## src/rtl/pht_update_ctrl_pkg.sv

```systemverilog
// Shared types, widths and counter arithmetic for the PHT update controller.
package pht_update_ctrl_pkg;

    localparam int PHT_IDX_W = 11;
    localparam int CTR_W     = 2;
    localparam int UPD_W     = PHT_IDX_W + CTR_W + 1;

    localparam logic [CTR_W-1:0]     PHT_INIT_DEF = 2'b01;
    localparam logic [PHT_IDX_W-1:0] PHT_LAST_IDX = '1;

    typedef enum logic {
        ST_INIT = 1'b0,
        ST_RUN  = 1'b1
    } pht_state_e;

    typedef struct packed {
        logic [PHT_IDX_W-1:0] idx;
        logic [CTR_W-1:0]     ctr;
        logic                 taken;
    } upd_entry_t;

    // Two-bit saturating counter step: count up on taken, down on not-taken.
    function automatic logic [CTR_W-1:0] sat_count(input logic [CTR_W-1:0] c,
                                                   input logic taken);
        logic [CTR_W-1:0] res;
        res = c;
        if (taken) begin
            if (c != '1) res = c + 1'b1;
        end else begin
            if (c != '0) res = c - 1'b1;
        end
        return res;
    endfunction

endpackage

```

## src/rtl/pht_update_ctrl_fifo.sv

```systemverilog
// Small update queue with registered occupancy and registered ready flag.
module upd_fifo #(
    parameter int DEPTH = 4,
    parameter int WIDTH = 14,
    parameter int CNT_W = $clog2(DEPTH) + 1
) (
    input  logic             CLK,
    input  logic             RST_N,
    input  logic             wr_en,
    input  logic [WIDTH-1:0] wr_data,
    input  logic             rd_en,
    output logic [WIDTH-1:0] rd_data,
    output logic [CNT_W-1:0] count,
    output logic             ready
);

    localparam int PTR_W = $clog2(DEPTH);

    logic [WIDTH-1:0] mem [DEPTH];
    logic [PTR_W-1:0] wr_ptr;
    logic [PTR_W-1:0] rd_ptr;
    logic [CNT_W-1:0] cnt_nxt;

    assign rd_data = mem[rd_ptr];

    // Occupancy after this cycle's enqueue/dequeue, used for count and ready.
    always_comb begin
        cnt_nxt = count + CNT_W'(wr_en) - CNT_W'(rd_en);
    end

    // Entry storage carries no reset; only pointers and count define validity.
    always_ff @(posedge CLK) begin
        if (wr_en) mem[wr_ptr] <= wr_data;
    end

    // Pointers wrap naturally because the depth is a power of two.
    always_ff @(posedge CLK or negedge RST_N) begin
        if (!RST_N) begin
            wr_ptr <= '0;
            rd_ptr <= '0;
            count  <= '0;
            ready  <= 1'b0;
        end else begin
            if (wr_en) wr_ptr <= wr_ptr + 1'b1;
            if (rd_en) rd_ptr <= rd_ptr + 1'b1;
            count <= cnt_nxt;
            ready <= (cnt_nxt != CNT_W'(DEPTH));
        end
    end

endmodule

```

## src/rtl/pht_update_ctrl.sv

```systemverilog
// PHT update controller: init sweep, then queued counter updates with forwarding.
module pht_update_ctrl
    import pht_update_ctrl_pkg::*;
#(
    parameter int                FIFO_DEPTH = 4,
    parameter logic [CTR_W-1:0]  PHT_INIT   = PHT_INIT_DEF
) (
    input  logic                  CLK,
    input  logic                  RST_N,
    input  logic                  BPU__Stall,
    input  logic                  Upd_Valid,
    output logic                  Upd_Ready,
    input  logic [PHT_IDX_W-1:0]  Upd_Index,
    input  logic [CTR_W-1:0]      Upd_Counter,
    input  logic                  Upd_Taken,
    output logic [PHT_IDX_W-1:0]  PHT_Write_Index,
    output logic [CTR_W-1:0]      PHT_Write_Data,
    output logic                  PHT_Write_En,
    output logic                  GHR_Write_Data,
    output logic                  GHR_Write_En,
    output logic                  Init_Busy,
    output logic [2:0]            Pending
);

    localparam int CNT_W = $clog2(FIFO_DEPTH) + 1;

    pht_state_e           state, nxt_state;
    logic [PHT_IDX_W-1:0] sweep_idx, nxt_sweep_idx;
    logic                 fwd_valid, nxt_fwd_valid;
    logic [PHT_IDX_W-1:0] fwd_index, nxt_fwd_index;
    logic [CTR_W-1:0]     fwd_data, nxt_fwd_data;
    logic                 nxt_pht_we, nxt_ghr_we, nxt_ghr_wd, nxt_busy;
    logic [PHT_IDX_W-1:0] nxt_pht_wi;
    logic [CTR_W-1:0]     nxt_pht_wd;

    logic [UPD_W-1:0]     fifo_rd_data;
    logic [CNT_W-1:0]     fifo_count;
    upd_entry_t           head;
    logic                 enq, deq, fwd_hit;
    logic [CTR_W-1:0]     cur_ctr, new_ctr;

    assign enq     = Upd_Valid & Upd_Ready;
    assign deq     = (state == ST_RUN) & ~BPU__Stall & (fifo_count != '0);
    assign head    = upd_entry_t'(fifo_rd_data);
    assign fwd_hit = fwd_valid && (fwd_index == head.idx);
    assign cur_ctr = fwd_hit ? fwd_data : head.ctr;
    assign new_ctr = sat_count(cur_ctr, head.taken);
    assign Pending = 3'(fifo_count);

    upd_fifo #(
        .DEPTH (FIFO_DEPTH),
        .WIDTH (UPD_W),
        .CNT_W (CNT_W)
    ) u_upd_fifo (
        .CLK     (CLK),
        .RST_N   (RST_N),
        .wr_en   (enq),
        .wr_data ({Upd_Index, Upd_Counter, Upd_Taken}),
        .rd_en   (deq),
        .rd_data (fifo_rd_data),
        .count   (fifo_count),
        .ready   (Upd_Ready)
    );

    // Next-state and next-output logic; strobes default low so they pulse once.
    always_comb begin
        nxt_state     = state;
        nxt_sweep_idx = sweep_idx;
        nxt_fwd_valid = fwd_valid;
        nxt_fwd_index = fwd_index;
        nxt_fwd_data  = fwd_data;
        nxt_pht_we    = 1'b0;
        nxt_pht_wi    = PHT_Write_Index;
        nxt_pht_wd    = PHT_Write_Data;
        nxt_ghr_we    = 1'b0;
        nxt_ghr_wd    = GHR_Write_Data;
        nxt_busy      = Init_Busy;
        case (state)
            ST_INIT: begin
                if (!BPU__Stall) begin
                    nxt_pht_we    = 1'b1;
                    nxt_pht_wi    = sweep_idx;
                    nxt_pht_wd    = PHT_INIT;
                    nxt_sweep_idx = sweep_idx + 1'b1;
                    if (sweep_idx == PHT_LAST_IDX) begin
                        nxt_state = ST_RUN;
                        nxt_busy  = 1'b0;
                    end
                end
            end
            ST_RUN: begin
                if (deq) begin
                    nxt_pht_we    = (new_ctr != cur_ctr);
                    nxt_pht_wi    = head.idx;
                    nxt_pht_wd    = new_ctr;
                    nxt_ghr_we    = 1'b1;
                    nxt_ghr_wd    = head.taken;
                    nxt_fwd_valid = 1'b1;
                    nxt_fwd_index = head.idx;
                    nxt_fwd_data  = new_ctr;
                end
            end
        endcase
    end

    // State, sweep counter, forwarding register and all registered outputs.
    always_ff @(posedge CLK or negedge RST_N) begin
        if (!RST_N) begin
            state           <= ST_INIT;
            sweep_idx       <= '0;
            fwd_valid       <= 1'b0;
            fwd_index       <= '0;
            fwd_data        <= '0;
            PHT_Write_En    <= 1'b0;
            PHT_Write_Index <= '0;
            PHT_Write_Data  <= '0;
            GHR_Write_En    <= 1'b0;
            GHR_Write_Data  <= 1'b0;
            Init_Busy       <= 1'b1;
        end else begin
            state           <= nxt_state;
            sweep_idx       <= nxt_sweep_idx;
            fwd_valid       <= nxt_fwd_valid;
            fwd_index       <= nxt_fwd_index;
            fwd_data        <= nxt_fwd_data;
            PHT_Write_En    <= nxt_pht_we;
            PHT_Write_Index <= nxt_pht_wi;
            PHT_Write_Data  <= nxt_pht_wd;
            GHR_Write_En    <= nxt_ghr_we;
            GHR_Write_Data  <= nxt_ghr_wd;
            Init_Busy       <= nxt_busy;
        end
    end

endmodule

```

## config.mk

```make
export PLATFORM = sky130hd
export DESIGN_NAME = pht_update_ctrl
export DESIGN_NICKNAME = d
export VERILOG_FILES = /design/src/rtl/pht_update_ctrl_pkg.sv /design/src/rtl/pht_update_ctrl_fifo.sv /design/src/rtl/pht_update_ctrl.sv
export SDC_FILE = /design/constraint.sdc
export NUM_CORES = 1
export LEC_CHECK = 0
export ABC_AREA = 0
export ABC_CLOCK_PERIOD_IN_PS = 3080
export BUFFER_PORTS_ARGS = -buffer_cell sky130_fd_sc_hd__buf_4
export CORE_UTILIZATION = 56
export CTS_BUF_LIST = sky130_fd_sc_hd__clkbuf_8
export DETAILED_ROUTE_END_ITERATION = 10
export GPL_TIMING_DRIVEN = 0
export HOLD_SLACK_MARGIN = 0.08
export PLACE_DENSITY = 0.77
export SETUP_SLACK_MARGIN = 0.05
export SKIP_LAST_GASP = 1
export SYNTH_ARGS = -nofsm -noshare
export SYNTH_HDL_FRONTEND = slang
export SYNTH_SLANG_ARGS = --single-unit
export TNS_END_PERCENT = 100
```

## constraint.sdc

```tcl
create_clock -name CLK -period 3.08 [get_ports CLK]
set_clock_uncertainty 0.15 [all_clocks]
set_input_delay 0.154 -clock CLK [delete_from_list [all_inputs] [get_ports CLK]]
set_output_delay 0.154 -clock CLK [all_outputs]
set_load 0.005 [all_outputs]
```

==> metrics.txt, run 1 <==
most frequent cells in the layout edfxtp_1, nand2_1, dfrtp_1; power density over cell area around 870 nW/µm²; Root Driver clkbuf_8; kind of end point of the critical path flip-flop; Synth Cell Area around 4600 µm²; cell family with most CP delay adder cells; Post-synth EDFFs 56; number of buffers and inverters on the critical path 6; Clock Pin Slew Worst Setup and Hold Paths about 100 ps; WS Path Type flip-flop to flip-flop; CP most frequent cell inv_1; Iteration-0 DRC Markers 142; Port Buf Inserts 38; Slew HR roughly half; Detail Placement HPWL 5940 µm; cts bufs inserted 9; Post-synth top flop edfxtp_1; Max IR drop VDD 0.542 mV; CP Launch Type flip-flop; Peak Freq 342 MHz; Ports 39; DIE HEIGHT between 90 and 100 µm; DRC 0; vias post-DR 2883; gr ovfl total 0; Die X ~90 µm; final core occ slightly below 70%; P_int approximately 0.0030 W; Initial DRT Pass Iterations 5; htree depth 3; Sw Pwr between 0.0015 and 0.002 W; Synth warnings 0; Reg2Reg Setup Slack roughly 160 ps; worst skew pair latency between 300 and 400 ps; antenna viol nets, final 0; crit path DAT 3030 ps; DR vias/cell around 5.6; final max-slew violation count 0; crit path cell chain inv_1 -> or3_1 -> inv_1 -> clkbuf_4 -> buf_6 -> ha_1 -> inv_1 -> ha_1 -> inv_1 -> fa_1 -> xnor2_2 -> xnor2_2 -> nand3b_1; clock power share 17.4%; share of the synthesized area in the top cell type about 37%; CTS tree done; Mean Syn Cell Area 13.4 µm²; clock tree buffer depth 2; leading area contributor after synthesis edfxtp_1; Hold WC Path Type primary input to async pin; Placer Congestion about 0.82; Lkg Pwr roughly 2.2 nW; Initial Util approximately three fifths; Net Count, Synth ~370; routed wire length 8690 µm; die area 8560 µm²; total power ~0.0047 W; synthesized instance count around 340; largest net degree at the start of global routing 52; P&R area growth vs syn 17.7%; post-route minimum period 2920 ps; layout cells sized above 1 just under 20%; CP max FO 10; row count 32; sequential element share of the synthesized area between 60% and 70%; # setup viols final 0; Gate power share a little under two fifths; slowest stage cell, crit path or3_1; main area contributors after synthesis edfxtp_1, dfrtp_1, nand2_1, xnor2_1, a21oi_1; status finished clean; WL/cell around 17 µm; fraction of registers with async set/reset roughly 48%; # diodes 0; Worst Max-Slew Pin Slew 727 ps; vias in the first global route 2824; CTS sink cnt 107; CP required ~3200 ps; Sw Ratio a little over a third; Tcrit/Tclk final 94.9%; most common cell after layout, fill and taps aside edfxtp_1; synthesized flop and latch total approximately 110; fin nets approximately 430; Max-Cap Viols 0; Hold Fails Final Rpt 0; Filler cells 563; first-pass GRT wire length approximately 14000 µm; Global Route Usage Sum roughly 22%; sequential power share 45.9%; Synth cell types 42; max incr delay on CP roughly 420 ps; RSZ-0062 raised after global routing yes; area of the core 7810 µm²; initial antenna violation count 0
==> cells in the mapped netlist (2+ instances only) <==
master and number:
xnor2_1 19, mux4_1 4, mux2i_1 10, inv_1 14
edfxtp_1 56, mux4_2 5, nor2_1 9, xor2_1 10
o211ai_1 8, nand4_1 6, a21oi_1 23, o21ai_0 4
and3_1 4, ha_1 7, nand3_1 4, nor4_1 2
mux2_2 6, buf_6 2, o22ai_1 12, clkbuf_1 10
dfrtp_1 50, nor3_1 3, buf_2 2, nand2_1 51
nand2b_1 3, a31oi_1 2
==> cell families (layout without fill, tap and decap cells) <==
group                      count (synthesis)  in the layout  share of synthesized area (%)
buffers and inverters                     28             99                           2.67
adders and majority gates                  9              9                           2.56
muxes                                     25             25                           8.40
AOI/OAI and AO/OA                         55             55                           7.36
DFF                                      107            107                           64.5
xor gates and xnor gates                  29             29                           5.53
and+or+nand+nor                           89             89                           9.00
==> flip-flops by register name, summed over array words and instances, names as in the netlist, 2 cells and up <==
name	cells
PHT_Write_Data	2
PHT_Write_Index	11
fwd_data	2
fwd_index	11
sweep_idx	11
u_upd_fifo.count	3
u_upd_fifo.mem	56
u_upd_fifo.rd_ptr	2
u_upd_fifo.wr_ptr	2
==> routing by layer <==
layer,up-vias,track usage [%],part of all wire [%]
met5,-,0,0
met4,0,5.47,0.85
met3,9,5.75,4.5
met2,73,35.4,49
met1,1436,30.7,46
li1,1365,-,-
==> stage by stage <==
stage | hold slack (ps) | TNS (ps) | worst slack (ps) | cell area (µm²) | cells
floorplan | -292 | 0 | 131 | 4590 | 342
global placement | 72.1 | -566 | -325 | 5000 | 482
detailed placement | 71.7 | -634 | -353 | 5000 | 482
CTS | 206 | 0 | 77.6 | 5370 | 515
global route | 245 | -1.45 | -1.45 | 5400 | 515
finish | 187 | 0 | 156 | 5400 | 515
==> what timing repair did <==
action	CTS	global route
endpoints found under the hold margin	115	0
gates resized for setup	4	7
setup buffers	0	0
endpoints found under the setup margin	3	4
hold buffers	17	0
==> power by group through the flow <==
stage / Clock, W / Sequential (W) / Combinational, W
after floorplan: 0 / 0.00211 / 0.00114
after global placement: 0 / 0.00214 / 0.00159
after detailed placement: 0 / 0.00216 / 0.00164
after CTS: 0.000835 / 0.00214 / 0.00167
after global routing: 0.000896 / 0.00219 / 0.00190
final: 0.000814 / 0.00215 / 0.00172
==> path summary, 6_finish.rpt <==
check / from / end / depth (start not counted)
max: state / u_upd_fifo.ready / 13
min: RST_N / PHT_Write_En / 2
max reg2reg: state / u_upd_fifo.ready / 13
min reg2reg: Init_Busy / Init_Busy / 1
max in group asynchronous: RST_N / u_upd_fifo.count[1] / 2
min in group CLK: Init_Busy / Init_Busy / 1
==> cell type report <==
type	count	area, µm²	share of cell area, %
multi-input combinational	207	1540	28.4
inverter	14	52.6	0.973
buffer	14	81.3	1.51
clock inverter	7	63.8	1.18
sequential	107	2960	54.8
tap	102	128	2.36
clock buffer	9	124	2.29
timing repair buffer	55	455	8.43
Power figures use the tool's default switching activity.
==> run 2: changes to the inputs <==
==> constraint.sdc (replaced) <==
create_clock -name CLK -period 3.08 [get_ports CLK]
set_clock_uncertainty 0.15 [all_clocks]
set_input_delay 0 -clock CLK [delete_from_list [all_inputs] [get_ports CLK]]
set_output_delay 0 -clock CLK [all_outputs]
set_load 0.005 [all_outputs]
==> run 2 against run 1 <==
Fmax grew 0.45%. Combinational power is essentially flat. Total power grew 0.15%. Sequential power is essentially flat. Critical path type unchanged. First-iteration DRC count shrank 14%. Final cell count grew 0.39%. Die area is the same. Via count is essentially flat. Register-to-register slack is essentially flat.
==> metrics.txt, run 2 (synthesis results as in run 1) <==
WS Path Type flip-flop to flip-flop; Die X 92.5 µm (unchanged); Ports 39 (unchanged); vias in the first global route 2820 (-0.14%); P&R area growth vs syn 18.5%; DRC 0 (unchanged); Design Area, Final 5440 µm² (+0.70%); Hold Fails Final Rpt 0 (unchanged); Post-CTS Repair Setup Buffers 0 (unchanged); most common cell after layout, fill and taps aside edfxtp_1; Global Route Usage Sum 22.2% (about the same); CTS tree done; kind of end point of the critical path flip-flop; vias post-DR 2882 (-0.035%); cts bufs inserted 9 (unchanged); # setup viols final 0 (unchanged); Placement Cell Area 5000 µm² (unchanged); max reg flops 56 (unchanged); critical path endpoint u_upd_fifo.ready; worst slack on hold paths 212 ps (+25.3 ps); most frequent cells in the layout edfxtp_1, nand2_1, dfrtp_1; placement-stage worst setup slack -353 ps (unchanged); reg2reg end u_upd_fifo.ready; Iteration-0 DRC Markers 122 (-14%); Detail Placement HPWL 5940 µm (unchanged); Max IR drop VDD 0.545 mV (+0.65%); WL/cell 16.8 µm (-0.25%); CP Launch Type flip-flop; CTS sink cnt 107 (unchanged); worst skew pair latency 370 ps (about the same); Worst Setup SP state; fin nets 436 (+0.46%); Hold WC Path Type primary input to flip-flop; final core occ 69.6% (+0.48 points); final max-slew violation count 0 (unchanged); Initial Util 58.8% (unchanged); antenna viol nets, final 0 (unchanged); Port Buf Inserts 38 (unchanged); R2R Path Start state; initial antenna violation count 0 (unchanged); Peak Freq 344 MHz (+0.45%); cells on worst reg2reg path 13 (unchanged); Clock Pin Slew Worst Setup and Hold Paths 110 ps (about the same); htree depth 3 (unchanged); Biggest register u_upd_fifo.mem; first-pass GRT wire length 14100 µm (-0.30%); power density over cell area 861 nW/µm² (-0.54%); CP max FO 10 (unchanged); # diodes 0 (unchanged); Slew HR 51.2% (-0.32 points); routed wire length 8710 µm (+0.14%); layout cells sized above 1 19.5% (+0.15 points); post-route minimum period 2910 ps (-13.1 ps); Worst Max-Slew Pin Slew 732 ps (+4.77 ps); Lkg Pwr 2.23 nW (+0.76%); clock tree buffer depth 2 (unchanged); Tcrit/Tclk final 94.5% (-0.43 points); CP required 3190 ps (about the same); Filler cells 556 (-1.2%); Reg2Reg Setup Slack 170 ps (about the same); RSZ-0062 raised after global routing yes; Placer Congestion 0.816 (unchanged); Initial DRT Pass Iterations 7 (+2); row count 32 (unchanged); status finished clean; Max-Cap Viols 0 (unchanged); DR vias/cell 5.57 (-0.42%); final setup margin 169 ps (+13.1 ps); gr ovfl total 0 (unchanged); area of the core 7810 µm² (unchanged); crit path DAT 3020 ps (about the same); DIE HEIGHT 92.5 µm (unchanged); die area 8560 µm² (unchanged); largest net degree at the start of global routing 51 (-1.9%); total power 0.00468 W (+0.15%); Root Driver clkbuf_8
run 2: layout make-up:
class | instances | area (µm²) | share of cell area, %
Inverter | 14 | 52.6 | 0.966
Tap cell | 102 | 128 | 2.35
Sequential cell | 107 | 2960 | 54.4
Clock buffer | 9 | 124 | 2.28
Buffer | 14 | 81.3 | 1.50
Multi-Input combinational cell | 207 | 1540 | 28.2
Clock inverter | 7 | 63.8 | 1.17
Timing Repair Buffer | 57 | 493 | 9.07
run 2: repair_timing:
item | in CTS | in global routing
cloned | 0 | 0
hold buffers | 19 | 0
endpoints found under the hold margin | 121 | 0
resized for setup | 4 | 7
endpoints found under the setup margin | 3 | 4
run 2: critical path, cell delays in order (launching register included):
cell and delay (ps):
dfrtp_1 390, inv_1 90, or3_1 420, inv_1 80, clkbuf_4 210, buf_6 160, ha_1 230, inv_1 60
ha_1 130, inv_1 50, fa_1 400, xnor2_2 160, xnor2_2 160, nand3b_1 100
run 2: worst min path at each step:
| stage | startpoint | endpoint | slack (ps) | cells past startpoint |
|---|---|---|---|---|
| finish | Upd_Index[10] | u_upd_fifo.mem[0][13] | 210 | 2 |
| global route | Upd_Taken | u_upd_fifo.mem[1][0] | 190 | 2 |
| CTS | Upd_Index[3] | u_upd_fifo.mem[1][6] | 200 | 2 |
| detailed placement | RST_N | fwd_data[0] | -80 | 1 |
| global placement | RST_N | u_upd_fifo.count[1] | -80 | 1 |
| floorplan | RST_N | GHR_Write_Data | -450 | 0 |
run 2: layer usage:
| layer | vias to the layer above | share of wire, % | global-route usage [%] |
|---|---|---|---|
| li1 | 1372 | - | - |
| met5 | - | 0 | 0 |
| met1 | 1421 | 46 | 30.7 |
| met4 | 0 | 0.85 | 5.47 |
| met3 | 9 | 4.4 | 5.75 |
| met2 | 80 | 49 | 35.3 |
run 2: stage by stage:
| step | setup TNS [ps] | std cells |
|---|---|---|
| floorplan | 0 | 342 |
| global placement | -566 | 482 |
| detailed placement | -634 | 482 |
| CTS | 0 | 517 |
| global route | 0 | 517 |
| finish | 0 | 517 |
run 2: power by group:
part	switching, W	total (W)	internal, W
clock	0.000506	0.000816	0.000309
sequential	0.000253	0.00215	0.00189
combinational	0.000893	0.00172	0.000828
total	0.00165	0.00468	0.00303
